==> src/rtl/uart_tx.sv <==
// uart_tx: 8N1 serial transmitter fed by a small circular byte FIFO.
// TX is taken straight from bit 0 of the frame shift register, which idles all-ones.
module uart_tx #(
  parameter int BAUD  = 2604,
  parameter int DEPTH = 4
) (
  input  logic       clk,
  input  logic       rst_n,
  input  logic       trmt,
  input  logic [7:0] tx_data,
  output logic       TX,
  output logic       tx_done,
  output logic       busy,
  output logic       full,
  output logic       empty
);

  localparam int                PTR_W     = $clog2(DEPTH);
  localparam int                CNT_W     = PTR_W + 1;
  localparam int                BAUD_W    = (BAUD > 1) ? $clog2(BAUD) : 1;
  localparam logic [BAUD_W-1:0] BAUD_LAST = BAUD_W'(BAUD - 1);
  localparam logic [3:0]        LAST_BIT  = 4'd9;
  localparam logic [0:0]        IDLE      = 1'b0;
  localparam logic [0:0]        TRANSMIT  = 1'b1;

  logic [0:0]        state_q, state_d;
  logic [9:0]        shift_q, shift_d;
  logic [BAUD_W-1:0] baud_q, baud_d;
  logic [3:0]        bit_q, bit_d;
  logic              done_q, done_d;
  logic [7:0]        mem_q [DEPTH];
  logic [PTR_W-1:0]  wr_ptr_q, wr_ptr_d;
  logic [PTR_W-1:0]  rd_ptr_q, rd_ptr_d;
  logic [CNT_W-1:0]  count_q, count_d;
  logic              full_q, empty_q;
  logic              push_s, pop_s;

  // full is the registered flag, so a push coinciding with a pop while full is dropped
  assign push_s = trmt & ~full_q;
  assign pop_s  = (state_q == IDLE) & ~empty_q;

  always_comb begin
    wr_ptr_d = wr_ptr_q;
    rd_ptr_d = rd_ptr_q;
    count_d  = count_q;
    if (push_s) begin
      wr_ptr_d = wr_ptr_q + PTR_W'(1);
    end else begin
      wr_ptr_d = wr_ptr_q;
    end
    if (pop_s) begin
      rd_ptr_d = rd_ptr_q + PTR_W'(1);
    end else begin
      rd_ptr_d = rd_ptr_q;
    end
    case ({push_s, pop_s})
      2'b10:   count_d = count_q + CNT_W'(1);
      2'b01:   count_d = count_q - CNT_W'(1);
      default: count_d = count_q;
    endcase
  end

  always_comb begin
    state_d = state_q;
    shift_d = shift_q;
    baud_d  = baud_q;
    bit_d   = bit_q;
    done_d  = 1'b0;
    case (state_q)
      IDLE: begin
        if (!empty_q) begin
          state_d = TRANSMIT;
          shift_d = {1'b1, mem_q[rd_ptr_q], 1'b0};
          baud_d  = {BAUD_W{1'b0}};
          bit_d   = 4'd0;
        end else begin
          shift_d = 10'h3FF;
        end
      end
      TRANSMIT: begin
        if (baud_q == BAUD_LAST) begin
          baud_d = {BAUD_W{1'b0}};
          if (bit_q == LAST_BIT) begin
            state_d = IDLE;
            shift_d = 10'h3FF;
            done_d  = 1'b1;
          end else begin
            bit_d   = bit_q + 4'd1;
            shift_d = {1'b1, shift_q[9:1]};
          end
        end else begin
          baud_d = baud_q + BAUD_W'(1);
        end
      end
      default: begin
        state_d = IDLE;
        shift_d = 10'h3FF;
      end
    endcase
  end

  always_ff @(posedge clk or negedge rst_n) begin
    if (!rst_n) begin
      state_q  <= IDLE;
      shift_q  <= 10'h3FF;
      baud_q   <= {BAUD_W{1'b0}};
      bit_q    <= 4'd0;
      done_q   <= 1'b0;
      wr_ptr_q <= {PTR_W{1'b0}};
      rd_ptr_q <= {PTR_W{1'b0}};
      count_q  <= {CNT_W{1'b0}};
      full_q   <= 1'b0;
      empty_q  <= 1'b1;
      for (int i = 0; i < DEPTH; i++) begin
        mem_q[i] <= 8'h00;
      end
    end else begin
      state_q  <= state_d;
      shift_q  <= shift_d;
      baud_q   <= baud_d;
      bit_q    <= bit_d;
      done_q   <= done_d;
      wr_ptr_q <= wr_ptr_d;
      rd_ptr_q <= rd_ptr_d;
      count_q  <= count_d;
      full_q   <= (count_d == CNT_W'(DEPTH));
      empty_q  <= (count_d == {CNT_W{1'b0}});
      if (push_s) begin
        mem_q[wr_ptr_q] <= tx_data;
      end
    end
  end

  assign TX      = shift_q[0];
  assign tx_done = done_q;
  assign busy    = (state_q == TRANSMIT);
  assign full    = full_q;
  assign empty   = empty_q;

endmodule

==> config.mk <==
export PLATFORM = sky130hd
export DESIGN_NAME = uart_tx
export DESIGN_NICKNAME = d
export VERILOG_FILES = /design/src/rtl/uart_tx.sv
export SDC_FILE = /design/constraint.sdc
export NUM_CORES = 1
export LEC_CHECK = 0
export ABC_CLOCK_PERIOD_IN_PS = 2100
export BUFFER_PORTS_ARGS = -buffer_cell sky130_fd_sc_hd__buf_2
export CAP_MARGIN = 5
export CELL_PAD_IN_SITES_DETAIL_PLACEMENT = 1
export CELL_PAD_IN_SITES_GLOBAL_PLACEMENT = 2
export CORE_MARGIN = 5
export CORE_UTILIZATION = 38
export DETAILED_ROUTE_END_ITERATION = 16
export GPL_ROUTABILITY_DRIVEN = 0
export PLACE_DENSITY_LB_ADDON = 0.1
export SLEW_MARGIN = 20
export SYNTH_ARGS = -nofsm -noshare
export SYNTH_HDL_FRONTEND = slang
export SYNTH_SLANG_ARGS = --single-unit
==> constraint.sdc <==
create_clock -name clk -period 2.1 [get_ports clk]
set_input_delay 0.42 -clock clk [delete_from_list [all_inputs] [get_ports clk]]
set_output_delay 0.42 -clock clk [all_outputs]
set_load 0.02 [all_outputs]
### Word-level counts from Yosys, hierarchy flattened

Index checks and enable logic that the tools add are counted.

| operators by class | value |
|---|---|
| add/subtract/negate cells | 6 |
| bitwise logic cells | 7 |
| order comparisons | 3 |
| reduce and logical (&&, ||, !) cells | 3 |
| mux-type cells | 25 |
| eq/ne operators | 8 |

Operators with widths:

| kind | number |
|---|---|
| bitwise mux 32 bit | 1 |
| two-way mux 12 bit | 2 |
| two-way mux 8 bit | 3 |
| case mux 12 bit (2 select lines) | 1 |
| case mux 10 bit (2 select lines) | 1 |
| two-way mux 9 bit | 2 |
| binary-select mux 8 bit (select 2 bit) | 1 |
| demux 8 bit (select 2 bit) | 1 |
| adder 12 x 1 -> 12 bit (second input constant) | 1 |
| == test 12 bit (second input constant) | 1 |
| two-way mux 4 bit | 3 |
| two-way mux 10 bit | 1 |
| case mux 4 bit (2 select lines) | 1 |
| >= comparator 3 bit (second input constant) | 2 |
| two-way mux 1 bit | 6 |
| NOT 2 -> 3 bit | 2 |
| case mux 3 bit (2 select lines) | 1 |
| adder 2 x 1 -> 2 bit (second input constant) | 2 |
| adder 4 x 1 -> 4 bit (second input constant) | 1 |
| == test 4 bit (second input constant) | 1 |
| != test 2 bit (second input constant) | 2 |
| adder 3 x 1 -> 3 bit (second input constant) | 1 |
| == test 3 bit (second input constant) | 1 |
| zero test 3 bit | 1 |
| 10 further kinds | 13 |

| storage, ports and cells | value |
|---|---|
| bits in registers | 69 |
| word-level logic and storage cells | 66 |
| bits of input ports | 11 |
| output and inout port bits | 5 |

### Depth between registers and ports, before layout

Gate-level depths: netlist of the first run.

| depth | value |
|---|---|
| word-level depth | 6 |
| depth in mapped cells | 10 |
| depth with buffers taken out | 9 |

### Least setup slack after synthesis of the first run

Ideal clock, no wire load.

| timing path | value |
|---|---|
| path kind | reg-to-reg |
| from | reg state_q (netlist: busy) |
| to | reg full_q (netlist: full) |
| period minus slack after synthesis | 2.274 ns |
| data arrival time | 2.201 ns |
| path buffers | 1 |
| setup slack | -0.174 ns |
| library setup time | 0.073 ns |
| cell stages (with the launch flop) | 11 |
| cell sequence | dfrtp_1 > buf_2 > or2_2 > inv_1 > ha_1 > inv_1 > fa_1 > xor2_1 > nor2_1 > xor2_1 > nor2b_1 |

| on the way | value |
|---|---|
| longest elaborated chain between the ends | 5 |
| elaborated cells on any way between the ends | 6 |
| classes of those cells | eq/ne (3); mux (1); bitwise (2) |

Ends and longest elaborated chain:

| element | line | source |
|---|---|---|
| from (decl) | 26 | `logic [0:0] state_q, state_d;` |
| from (signal assigned) | 118 | `state_q <= state_d;` |
| NOT 1 bit (*) | -- |  |
| bitwise AND 1 bit (*) | 40 | `assign pop_s = (state_q == IDLE) & ~empty_q;` |
| == test 2 x 1 -> 1 bit or == test 2 bit (tied branches) | 56 | `case ({push_s, pop_s})` |
| case mux 3 bit (2 select lines) (*) | 56 |  |
| named net count_d[2] | 34 | `logic [CNT_W-1:0] count_q, count_d;` |
| == test 3 bit (*) | 126 | `full_q <= (count_d == CNT_W'(DEPTH));` |
| to (signal assigned) | 126 |  |
| to (decl) | 35 | `logic full_q, empty_q;` |

The timed path passes the listed nets; every way through them passes the cells marked *.
A chain may end at the register's enable or synchronous reset.

### Worst setup path in the final report of the first run

Ends and elaborated chain as after synthesis.

==> flow_summary.yaml, run 1 <==
clock_network:
  cts_resized: 0
  cts_buffers: 9
  path_clk_slew_ns: 0.08
  clockBufferDepth: 2
  cts_tree: "built"
  cts_root_buf: "clkbuf_8"
  cts_setup_buffers: 0
  htreeDepth: 3
  cts_sinks: 68
  hold_buffers: 0
  clkLatencyLatePin_ns: 0.34
pwr:
  pwr-share-clk: 0.253
  internal_power_mw: 3.03
  power_frac_comb: 0.266
  pwr-share-seq: 0.481
  power_density_mw_per_mm2: 1180
  vdd_ir_drop_max_mv: 0.464
  swShare: 0.300
  power_switching_mw: 1.30
  power.leakage_nw: 1.56
sta:
  relSlewSlack: 0.707
  hold_viol_final: 6
  min_period_ns: 1.97
  max_freq_ghz: 0.507
  finalCritPeriodShare: 0.939
  holdWs_ns: -0.00148
  setup_tns_ns: 0
  tightestPinTransition_ns: 0.439
  rsz0062_at_grt: "false"
  finalSetupViolCount: 0
  final_max_slew_viol_count: 0
  fin_skew_ns: 0.00634
drt:
  drtIter0Drc: 35
  wl_mm: 6.49
  drc_errors: 0
  route.antenna.remaining_nets: 0
  vias: 2029
  dr.pass1.iters: 3
  avgRoutedWirePerCell_um: 16.6
  viasPerCell: 5.18
grt:
  grt_usage: 0.142
  grt_overflow: 0
  antenna_found_initial: 0
  grt_max_degree: 54
  grt_pass1_wl_mm: 11.2
  grt_pass1_vias: 2192
critical_path:
  critPathLaunchType: "flop"
  arrival_ns: 2.24
  crit_type: "flop to flop"
  required_ns: 2.37
  rrSetupSlack_ns: 0.13
  worstPathMaxFanout: 3
  crit_path_end_kind: "flop"
floorplanning:
  start_util: 0.389
  dieArea_mm2: 0.0104
  core_mm2: 0.00822
  io_pins: 16
  rows: 33
  die_y_um: 102
  die_w_um: 102
final_layout:
  fill_cells: 890
  stdcell_area_mm2: 0.00365
  drive_above_1_share: 0.355
  layout.nets: 302
  syn_to_final_growth_pct: 14.1
  final_cells: 392
  n_antenna_cell: 0
logic_synthesis:
  synthFlopType: "dfrtp_1"
  synthTopCellsByArea: "dfrtp_1 (45%), mux2_2 (11%), dfstp_2 (8.2%)"
  avgSynthCellArea_um2: 12.4
  synth-edff-count: 0
  yosysSeqAreaShare: 0.536
  synth.cell_area_mm2: 0.00320
  ys_seq_elements: 68
  yosys_warnings: 0
  synth_nets: 277
  synth-async-reset-ratio: 1.00
  yosys.area.top_type: "dfrtp_1"
  synth.distinct_cells: 42
  netlist_instances: 257
  yosysTopAreaCellShare: 0.454
place:
  port_buffers: 15
  hpwl_mm: 4.58
  place_inst: 376
  dpl_cell_area_mm2: 0.00345
hold_path:
  hp-class: "input pin to asynchronous set/reset pin"
run_status:
  status: "finished, violations left"
  violations: "hold timing"
flow_run:
  cap_violations: 0
-- logic make-up after synthesis --
| group | Yosys count | share of synthesized area |
|---|---|---|
| adder cells (fa/ha/maj) | 9 | 0.0376 |
| XOR/XNOR | 11 | 0.0301 |
| buffers and inverters | 19 | 0.0258 |
| flip-flops | 68 | 0.536 |
| multiplexers | 41 | 0.172 |
| AND/OR/NAND/NOR | 63 | 0.103 |
| AO/OA/AOI/OAI | 46 | 0.0959 |
-- per-layer routing --
metal  track usage  wire (um)  vias to the layer above
met5             0          0                        -
met4        0.0613        113                        0
met3        0.0248        110                        9
met2         0.229       3170                       21
met1         0.187       3100                     1027
li1              -          -                      972
-- worst max-delay path, cell delays in order (launching register included) --
cell and delay, ns:
dfrtp_2 0.40, or2_4 0.25, inv_2 0.07, ha_4 0.13, inv_1 0.05, fa_2 0.35, xor2_1 0.15, nor2_1 0.13
xor2_1 0.21, nor2b_1 0.16
-- area by class of cell --
cell class / count / area [um^2] / area share
Timing Repair Buffer: 22 / 140 / 0.0384
Sequential cell: 68 / 1720 / 0.470
Tap cell: 105 / 131 / 0.0360
Multi-Input combinational cell: 170 / 1420 / 0.389
Clock buffer: 9 / 124 / 0.0339
Inverter: 11 / 41.3 / 0.0113
Clock inverter: 7 / 76.3 / 0.0209
-- state kept, by name, summed over array words and instances, names as in the netlist, 2 cells and up --
signal    count
shift_q       9
count_q       3
bit_q         4
wr_ptr_q      2
baud_q       12
rd_ptr_q      2
mem_q        32
-- synth_stat cells (all sizes together) (3+ instances only) --
master	instances
mux2	32
ha	8
inv	11
or2	3
a22o	4
xnor2	8
dfrtp	58
nand3	5
o22ai	7
o21ai	20
nor2b	3
mux4	8
a31oi	3
nand2	30
xor2	3
nand4	4
buf	5
nor3	3
clkbuf	3
and3	3
dfstp	10
nor2	6
-- through the flow --
| stage | total power [mW] | setup slack (ns) | util | hold WS, ns |
|---|---|---|---|---|
| after global placement | 3.22 | 0.134 | 0.420 | 0.386 |
| after detailed placement | 3.29 | 0.0392 | 0.420 | 0.382 |
| final | 4.32 | 0.128 | 0.444 | -0.00148 |
| after floorplan | 2.95 | 0.0276 | - | 0.124 |
| after CTS | 4.39 | 0.0974 | 0.444 | 0.00467 |
| after global routing | 4.61 | 0.00613 | 0.444 | 0.0267 |
-- power by group through the flow --
| stage | clock network, mW | registers [mW] | logic (mW) |
|---|---|---|---|
| floorplan | 0 | 2.02 | 0.930 |
| global placement | 0 | 2.09 | 1.13 |
| detailed placement | 0 | 2.11 | 1.18 |
| CTS | 1.13 | 2.08 | 1.18 |
| global route | 1.18 | 2.15 | 1.28 |
| finish | 1.10 | 2.08 | 1.15 |
-- cell usage in the layout (no fill, tap or decap), types with 6 or more instances in the layout --
cell type / Yosys / layout
nand2_1: 30 / 30
mux2_2: 32 / 32
dfrtp_1: 58 / 57
clkbuf_8: 0 / 9
buf_2: 3 / 15
inv_1: 11 / 10
ha_1: 8 / 7
buf_4: 2 / 6
dfstp_2: 10 / 10
o21ai_0: 19 / 19
nor2_1: 6 / 6
xnor2_1: 8 / 8
mux4_2: 8 / 8
o22ai_1: 7 / 7
-- final timing paths --
kind                                                to  cells after the start              startpoint
worst max-delay path                    full$_DFF_PN0_                      9          busy$_DFF_PN0_
worst min-delay path             mem_q[24]$_DFFE_PN0P_                      1                   rst_n
worst max register to register          full$_DFF_PN0_                      9          busy$_DFF_PN0_
worst min register to register  shift_q[0]$_DFFE_PN1P_                      2  shift_q[0]$_DFFE_PN1P_
max in group asynchronous       shift_q[7]$_DFFE_PN1P_                      2                   rst_n
min in group clk                  mem_q[1]$_DFFE_PN0P_                      2              tx_data[1]
Power figures use the tool's default switching activity.
==> run 2, diff against run 1 <==
--- a/config.mk
+++ b/config.mk
@@ -11,7 +11,7 @@
 export CELL_PAD_IN_SITES_DETAIL_PLACEMENT = 1
 export CELL_PAD_IN_SITES_GLOBAL_PLACEMENT = 2
 export CORE_MARGIN = 5
-export CORE_UTILIZATION = 38
+export CORE_UTILIZATION = 32
 export DETAILED_ROUTE_END_ITERATION = 16
 export GPL_ROUTABILITY_DRIVEN = 0
 export PLACE_DENSITY_LB_ADDON = 0.1
==> run 2 against run 1 <==
The flow now finishes without violations. Largest cell class unchanged. Sequential power is essentially flat. Hold slack better by 0.080 ns. Utilization fell by 6.2 points. Via count grew 2.4%. Register-to-register slack worse by 0.02 ns.
==> flow_summary.yaml, run 2 (synthesized netlist as in run 1, its figures left out) <==
final_layout:
  drive_above_1_share: 0.364
  n_antenna_cell: 0
  final_cells: 424
  post-route-util: 0.382
  final_common_cell: "dfrtp_1"
  stdcell_area_mm2: 0.00373
  largest_reg_flops: 32
  layout.nets: 306
  final_cell_mix: "dfrtp_1 (57), mux2_2 (32), nand2_1 (30)"
  largestRegisters: "mem_q: 32 flops, baud_q: 12 flops, shift_q: 9 flops"
  top_register: "mem_q"
  fill_cells: 1041
  syn_to_final_growth_pct: 16.7
pwr:
  swShare: 0.303
  pwr-share-seq: 0.474
  vdd_ir_drop_max_mv: 0.518
  power_density_mw_per_mm2: 1180
  pwr-share-clk: 0.256
  power_frac_comb: 0.270
  power_mw: 4.38
  power.leakage_nw: 1.59
  power_switching_mw: 1.33
  internal_power_mw: 3.06
drt:
  wl_mm: 6.80
  drtIter0Drc: 44
  drc_errors: 0
  vias: 2078
  route.antenna.remaining_nets: 0
  dr.pass1.iters: 4
  viasPerCell: 4.90
  avgRoutedWirePerCell_um: 16.0
critical_path:
  cpPeakStageDelay_ns: 0.41
  path_cells: "or2_4 -> inv_2 -> ha_4 -> inv_1 -> fa_2 -> xor2_1 -> nor2_1 -> xor2_1 -> nor2b_1"
  crit_type: "flop to flop"
  critPathMostFrequentCell: "xor2_1"
  r2r_cells: 9
  critPathLaunchType: "flop"
  arrival_ns: 2.26
  r2r_start: "busy$_DFF_PN0_"
  crit_path_end_kind: "flop"
  r2r-end: "full$_DFF_PN0_"
  cp.buffers_inverters: 2
  slowest_stage: "dfrtp_2"
  rrSetupSlack_ns: 0.11
  worstPathMaxFanout: 3
  required_ns: 2.37
  path_delay_family: "simple AND/OR/NAND/NOR gates"
run_status:
  status: "finished, final reports clean"
floorplanning:
  die_y_um: 110
  start_util: 0.327
  io_pins: 16
  rows: 36
  dieArea_mm2: 0.0121
  core_mm2: 0.00977
  die_w_um: 110
hold_path:
  hp-class: "input pin to asynchronous set/reset pin"
sta:
  relSlewSlack: 0.597
  finalCritPeriodShare: 0.949
  fin_skew_ns: 0.00972
  fin_ws_ns: 0.106
  min_period_ns: 1.99
  tightestPinTransition_ns: 0.605
  max_freq_ghz: 0.502
  hold_viol_final: 0
  finalSetupViolCount: 0
  final_max_slew_viol_count: 0
place:
  place_inst: 407
  pre_cts_ws_ns: 0.0597
  hpwl_mm: 4.90
  port_buffers: 15
  dpl_cell_area_mm2: 0.00352
clock_network:
  path_clk_slew_ns: 0.08
  htreeDepth: 3
  cts_tree: "built"
  cts_sinks: 68
  cts_root_buf: "clkbuf_8"
  clkLatencyLatePin_ns: 0.34
  clockBufferDepth: 2
  cts_buffers: 9
  hold_buffers: 0
  cts_resized: 0
grt:
  grt_pass1_vias: 2290
  antenna_found_initial: 0
  grt_overflow: 0
  grt_max_degree: 26
  grt_usage: 0.130
  grt_pass1_wl_mm: 11.9
flow_run:
  cap_violations: 0
run 2: cell types whose count changed in the layout (fill, tap and decap cells not counted):
cell / previous run / this run
buf_12: 1 / 2
buf_4: 6 / 9
clkinv_2: 1 / 0
clkinv_4: 2 / 0
inv_6: 1 / 4
run 2: worst max path at each step:
| stage | startpoint | endpoint | slack (ns) | depth (start not counted) |
|---|---|---|---|---|
| CTS | busy$_DFF_PN0_ | full$_DFF_PN0_ | 0.08 | 9 |
| global placement | trmt | full$_DFF_PN0_ | 0.12 | 10 |
| floorplan | busy$_DFF_PN0_ | full$_DFF_PN0_ | 0.03 | 9 |
| global route | busy$_DFF_PN0_ | full$_DFF_PN0_ | -0.01 | 9 |
| finish | busy$_DFF_PN0_ | full$_DFF_PN0_ | 0.11 | 9 |
| detailed placement | trmt | full$_DFF_PN0_ | 0.06 | 10 |
run 2: per-layer routing:
| layer | part of all wire | routed length [um] | up-vias | global-route usage |
|---|---|---|---|---|
| met2 | 0.49 | 3310 | 14 | 0.208 |
| li1 | - | - | 978 | - |
| met4 | 0.016 | 107 | 0 | 0.0481 |
| met5 | 0 | 0 | - | 0 |
| met3 | 0.019 | 132 | 8 | 0.0280 |
| met1 | 0.48 | 3250 | 1078 | 0.173 |
run 2: stage by stage:
step           TNS [ns]  hold WS, ns
2_1_floorplan         0        0.124
3_3_place_gp          0        0.461
3_5_place_dp          0        0.463
4_1_cts               0       0.0850
5_1_grt         -0.0148        0.121
6_report              0       0.0785
run 2: repair_timing:
item	4_1_cts	5_1_grt
setup endpoints to repair	0	1
buffers inserted	0	1
hold endpoints to repair	0	0
run 2: final cells by class:
cell class | count | area [um^2] | share of cell area
Multi-Input combinational cell | 170 | 1420 | 0.381
Sequential cell | 68 | 1720 | 0.460
Timing Repair Buffer | 26 | 183 | 0.0490
Tap cell | 133 | 166 | 0.0446
Clock inverter | 7 | 80.1 | 0.0215
Clock buffer | 9 | 124 | 0.0332
Inverter | 11 | 41.3 | 0.0111
run 2: worst reg2reg max path: stages, from the launching register on:
cell,delay [ns]
dfrtp_2,0.41
or2_4,0.25
inv_2,0.08
ha_4,0.13
inv_1,0.05
fa_2,0.36
xor2_1,0.14
nor2_1,0.12
xor2_1,0.23
nor2b_1,0.16
run 2: power by group through the flow:
stage	Clock, mW	Combinational, mW	Sequential [mW]
5_1_grt	1.23	1.32	2.14
6_report	1.12	1.18	2.08
3_5_place_dp	0	1.19	2.11
3_3_place_gp	0	1.15	2.10
2_1_floorplan	0	0.930	2.02
4_1_cts	1.17	1.19	2.08
